[src/rtl/io_input_buffer_pkg.sv]
// Shared definitions for the io_input prefetch buffer: word width, default
// FIFO geometry and the fetch handshake state encoding.
package io_input_buffer_pkg;

    localparam int WORD_SIZE   = 16;
    localparam int IO_DEPTH    = 4;
    localparam int IO_PTR_BITS = 2;

    // Fetch FSM states for the 4-phase requester side of the io_input handshake.
    typedef enum logic [1:0] {
        F_IDLE = 2'd0,
        F_REQ  = 2'd1,
        F_REL  = 2'd2
    } fetch_state_t;

endpackage

[src/rtl/io_fifo.sv]
// io_fifo: DEPTH x WIDTH circular byte store with occupancy count.
// Pushes into a full FIFO and pops from an empty one are ignored, so count
// stays within 0..DEPTH. The head entry is presented combinationally.
module io_fifo
    import io_input_buffer_pkg::*;
#(
    parameter int DEPTH    = IO_DEPTH,
    parameter int PTR_BITS = IO_PTR_BITS,
    parameter int WIDTH    = WORD_SIZE
) (
    input  logic                clk,
    input  logic                areset,
    input  logic                push,
    input  logic [WIDTH-1:0]    push_data,
    input  logic                pop,
    output logic [WIDTH-1:0]    head,
    output logic [PTR_BITS:0]   count
);

    localparam logic [PTR_BITS:0] FULL_COUNT = (PTR_BITS+1)'(DEPTH);

    logic [WIDTH-1:0]    mem [DEPTH];
    logic [PTR_BITS-1:0] wr_ptr;
    logic [PTR_BITS-1:0] rd_ptr;
    logic                do_push;
    logic                do_pop;

    assign do_pop  = pop && (count != '0);
    assign do_push = push && ((count != FULL_COUNT) || do_pop);
    assign head    = mem[rd_ptr];

    // Storage write and pointer/occupancy update; pointers wrap modulo DEPTH.
    always_ff @(posedge clk or posedge areset) begin
        if (areset) begin
            for (int i = 0; i < DEPTH; i++) begin
                mem[i] <= '0;
            end
            wr_ptr <= '0;
            rd_ptr <= '0;
            count  <= '0;
        end else begin
            if (do_push) begin
                mem[wr_ptr] <= push_data;
                wr_ptr      <= wr_ptr + 1'b1;
            end
            if (do_pop) begin
                rd_ptr <= rd_ptr + 1'b1;
            end
            case ({do_push, do_pop})
                2'b10:   count <= count + 1'b1;
                2'b01:   count <= count - 1'b1;
                default: count <= count;
            endcase
        end
    end

endmodule

[src/rtl/io_input_buffer.sv]
// io_input_buffer: prefetching byte buffer between io_input and the CPU's
// memory-mapped input port. Requests bytes over the 4-phase req/ack
// handshake while there is room, and turns CPU reads into single
// request / single valid transactions; EOF_VALUE is returned once the
// upstream has reported EOF and the FIFO is drained.
// Optional build macro: IO_INPUT_DROP_CR_EN discards acked 0x0D bytes.
//
// state  | meaning
// F_IDLE | no request out; launch when room, no EOF yet, and ack low
// F_REQ  | in_req high, waiting for in_ack to capture byte or EOF
// F_REL  | in_req low, waiting for in_ack to fall
module io_input_buffer
    import io_input_buffer_pkg::*;
#(
    parameter int                   DEPTH     = IO_DEPTH,
    parameter int                   PTR_BITS  = IO_PTR_BITS,
    parameter logic [WORD_SIZE-1:0] EOF_VALUE = '1
) (
    input  logic                  clk,
    input  logic                  areset,
    output logic                  in_req,
    input  logic                  in_ack,
    input  logic [WORD_SIZE-1:0]  in_data,
    input  logic                  in_eof,
    input  logic                  rd_req,
    output logic [WORD_SIZE-1:0]  rd_data,
    output logic                  rd_valid,
    output logic                  rd_busy,
    output logic [PTR_BITS:0]     count,
    output logic                  eof_seen
);

    localparam logic [PTR_BITS:0] FULL_COUNT = (PTR_BITS+1)'(DEPTH);

    fetch_state_t         state_q;
    fetch_state_t         state_d;
    logic                 push;
    logic                 set_eof;
    logic                 pop;
    logic                 drop_byte;
    logic [WORD_SIZE-1:0] head;

`ifdef IO_INPUT_DROP_CR_EN
    assign drop_byte = (in_data[7:0] == 8'h0D);
`else
    assign drop_byte = 1'b0;
`endif

    assign in_req = (state_q == F_REQ);
    assign pop    = rd_busy && (count != '0);

    io_fifo #(
        .DEPTH    (DEPTH),
        .PTR_BITS (PTR_BITS),
        .WIDTH    (WORD_SIZE)
    ) u_fifo (
        .clk       (clk),
        .areset    (areset),
        .push      (push),
        .push_data (in_data),
        .pop       (pop),
        .head      (head),
        .count     (count)
    );

    // Fetch FSM state register; reset abandons any handshake in flight.
    always_ff @(posedge clk or posedge areset) begin
        if (areset) begin
            state_q <= F_IDLE;
        end else begin
            state_q <= state_d;
        end
    end

    // Fetch FSM next state; room is checked only at launch since a single
    // outstanding request can never overfill the FIFO.
    always_comb begin
        state_d = state_q;
        push    = 1'b0;
        set_eof = 1'b0;
        case (state_q)
            F_IDLE: begin
                if (!eof_seen && (count != FULL_COUNT) && !in_ack) begin
                    state_d = F_REQ;
                end
            end
            F_REQ: begin
                if (in_ack) begin
                    state_d = F_REL;
                    if (in_eof) begin
                        set_eof = 1'b1;
                    end else if (!drop_byte) begin
                        push = 1'b1;
                    end
                end
            end
            F_REL: begin
                if (!in_ack) begin
                    state_d = F_IDLE;
                end
            end
            default: state_d = F_IDLE;
        endcase
    end

    // Sticky end-of-file flag; cleared only by reset.
    always_ff @(posedge clk or posedge areset) begin
        if (areset) begin
            eof_seen <= 1'b0;
        end else if (set_eof) begin
            eof_seen <= 1'b1;
        end
    end

    // Read path: accept a request when idle, then deliver the head byte or
    // EOF_VALUE once available; a push is seen one cycle later (no bypass).
    always_ff @(posedge clk or posedge areset) begin
        if (areset) begin
            rd_busy  <= 1'b0;
            rd_valid <= 1'b0;
            rd_data  <= '0;
        end else begin
            rd_valid <= 1'b0;
            if (rd_busy) begin
                if (count != '0) begin
                    rd_data  <= head;
                    rd_valid <= 1'b1;
                    rd_busy  <= 1'b0;
                end else if (eof_seen) begin
                    rd_data  <= EOF_VALUE;
                    rd_valid <= 1'b1;
                    rd_busy  <= 1'b0;
                end
            end else if (rd_req) begin
                rd_busy <= 1'b1;
            end
        end
    end

endmodule
[config.mk]
export PLATFORM = sky130hd
export DESIGN_NAME = io_input_buffer
export DESIGN_NICKNAME = d
export VERILOG_FILES = /design/src/rtl/io_input_buffer_pkg.sv /design/src/rtl/io_fifo.sv /design/src/rtl/io_input_buffer.sv
export SDC_FILE = /design/constraint.sdc
export NUM_CORES = 1
export LEC_CHECK = 0
export CAP_MARGIN = 40
export CELL_PAD_IN_SITES_DETAIL_PLACEMENT = 1
export CELL_PAD_IN_SITES_GLOBAL_PLACEMENT = 1
export CORE_ASPECT_RATIO = 1.2
export CORE_UTILIZATION = 48
export CTS_CLUSTER_DIAMETER = 200
export DETAILED_ROUTE_END_ITERATION = 10
export PLACE_DENSITY = 0.77
export SLEW_MARGIN = 25
export SYNTH_ARGS = -nofsm -noshare
export SYNTH_HDL_FRONTEND = slang
export SYNTH_SLANG_ARGS = --single-unit
[constraint.sdc]
create_clock -name clk -period 3.4 [get_ports clk]
set_input_delay 0.51 -clock clk [delete_from_list [all_inputs] [get_ports clk]]
set_output_delay 0.51 -clock clk [all_outputs]
set_load 0.03 [all_outputs]
==> out/metrics.cfg <==
[outcome]
outcome=complete, no violations

[synth]
post_synth_num_cell_types=25
synth_seq_area_share=0.554
ys.flop_type=dfrtp_1
synth-edff-count=0
synth_most_common_cell=dfrtp_1
avgSynthCellArea_um2=17.1
synth_area_leaders=dfrtp_1 55%, mux2_4 14%, mux4_2 8.7%
netlist_top_cells_count=92 x dfrtp_1, 40 x mux2_4, 25 x mux2_2, 16 x mux4_2, 16 x o22a_1
yosys_warnings=0
async_reset_ff_frac=1.00
syn_area_um2=4160
syn_nets=270
synthCells=243
synth_seq_cells=92
yosysTopAreaCell=dfrtp_1
synth_top_cell_area_share=0.554

[clock_tree]
cts_setup_buffers=0
path_clk_slew_ns=0.09
cts-htree-levels=3
holdBufCountCts=0
clockBufferDepth=2
clock_latency_ns=0.36
cts_tree=yes
cts_buffers=9
ctsResizeCount=0
cts_sinks=92
cts.root.buffer_cell=clkbuf_8

[critical_path]
critPathArrivalTime_ns=2.86
critPathTopFamily=simple AND/OR/NAND/NOR gates
critPathKind=reg -> reg
worstPathRequired_ns=3.68
cp_common_cell=xor2_1
start_kind=register
endpoint_kind=register
worst-path-buf-inv=1
cpMaxStageDelayCell=or4b_1
cp_max_fo=5
slowest_delay_ns=0.75
crit_chain=or4b_1 -> nand2_1 -> ha_1 -> inv_1 -> fa_1 -> xor2_1 -> nor2_1 -> xor2_1

[sta]
whs_ns=0.483
tns_ns=0
fin_skew_ns=0.00856
max_freq_mhz=387
fin_crit_sh=0.759
relSlewSlack=0.585
drv_slew=0
setup_viol=0
final-hold-violation-count=0
post-route-min-period_ns=2.58
tightest_slew_ns=0.622
rsz0062_at_grt=false

[detailed_routing]
firstDrtPassIters=4
drc=0
routed_via_density=5.41
vias=2219
drt_iter0_drc=52
routedWlPerCell_um=20.5
ant_nets=0
routed_wl_mm=8.40

[placed_design]
gp_routability_congestion=0.707
hpwl_mm=5.35
port_buffers=43

[layout]
area_delta_synth_final_pct=17.7
regArea_um2=2300
nFillCells=771
drive_gt1_frac=0.375
diodes=0
multi_input_area_um2=1700
nNetsFinal=318

[global_routing]
antenna_found_initial=0
grtUsageTotal=0.207
grt_max_degree=39
grt_pass1_wl_mm=13.5
gr-total-overflow=0
grt_pass1_vias=2437

[pwr]
switching_share=0.339
switchingPower_uw=1580
power_frac_comb=0.418
p_per_area_nw_per_um2=951
p_int_uw=3080
seq_power_share=0.406
total_power_uw=4650
p_leak_uw=0.00233
irDropWorstVdd_mv=0.406
power_frac_clock=0.176

[die]
die_x_um=87.0
io_pins=44
placementRows=36
core-area_um2=8240
die_area_um2=9040
start_util=0.505
die_h_um=104

[worst_hold_path]
hold_class=in -> async

[run]
cap_violations=0

per-stage QoR:
stage                     instances  cell area [µm²]  worst slack, ns   util
after detailed placement        393             4660            0.720  0.565
after global routing            410             4890            0.698  0.594
after global placement          392             4640            0.821  0.563
after CTS                       409             4880            0.788  0.592
after floorplan                 243             4160            0.498      -
final                           410             4890            0.818  0.594
placed cells by master, fill, tap and decap left out:
master	synthesis	layout
fa_1	1	1
inv_1	7	6
mux4_2	16	16
mux2i_1	1	1
ha_1	5	5
clkbuf_8	0	10
buf_4	0	5
buf_6	1	1
clkdlybuf4s50_1	0	43
xor2_1	3	3
and4bb_2	1	1
clkinvlp_4	0	1
bufinv_16	0	2
o22a_1	16	16
nand3_4	4	4
buf_8	0	1
xnor2_1	3	3
nor2_1	4	4
or3_1	1	1
mux2_2	25	25
mux2_4	40	40
o21a_1	3	3
inv_6	0	1
dfrtp_1	92	92
a31oi_1	1	1
clkinv_2	0	3
nand2_1	3	3
a31o_2	1	1
or4b_1	1	1
nor2b_1	2	2
area by class of cell:
type | instances | area share
tap | 114 | 0.0291
multi-input combinational | 131 | 0.348
timing repair buffer | 50 | 0.101
clock inverter | 6 | 0.0176
inverter | 7 | 0.00563
clock buffer | 10 | 0.0281
sequential | 92 | 0.470
state kept, by name (all words and copies together) (netlist names):
signal / flops
state_q: 2
rd_data: 16
rd_valid: 1
u_fifo.mem: 64
rd_busy: 1
u_fifo.rd_ptr: 2
eof_seen: 1
u_fifo.count: 3
u_fifo.wr_ptr: 2
logic make-up (layout without fill, tap and decap cells):
kind of cell	after synthesis	in the layout	synth area share
flip-flops	92	92	0.554
multiplexers	82	82	0.301
AO/OA/AOI/OAI	21	21	0.0427
buffers and inverters	20	73	0.0370
AND/OR/NAND/NOR	16	16	0.0331
adder cells (fa/ha/maj)	6	6	0.0199
XOR/XNOR	6	6	0.0126
power groups by stage:
stage,sequential [µW],combinational [µW],clock (µW)
after global placement,1900,1840,0
after CTS,1920,1940,842
after global routing,1950,2080,877
after detailed placement,1930,1930,0
final,1890,1940,821
after floorplan,2030,1180,0
metal layers:
| metal | part of all wire | track usage | vias to the layer above |
|---|---|---|---|
| li1 | - | - | 985 |
| met1 | 0.44 | 0.274 | 1190 |
| met2 | 0.52 | 0.332 | 36 |
| met3 | 0.031 | 0.0500 | 8 |
| met4 | 0.012 | 0.0679 | 0 |
| met5 | 0 | 0 | - |
final timing paths:
kind	from	to	slack, ns	depth (start not counted)
worst max-delay path	u_fifo.count[0]	u_fifo.count[2]	0.82	8
worst min-delay path	areset	u_fifo.mem[22]	0.48	2
worst max register to register	u_fifo.count[0]	u_fifo.count[2]	0.82	8
worst min register to register	u_fifo.mem[27]	u_fifo.mem[27]	0.51	1
max in group asynchronous	areset	u_fifo.mem[41]	2.05	3
min in group clk	u_fifo.mem[27]	u_fifo.mem[27]	0.51	1
No activity file was read; power rests on OpenSTA's default activity.
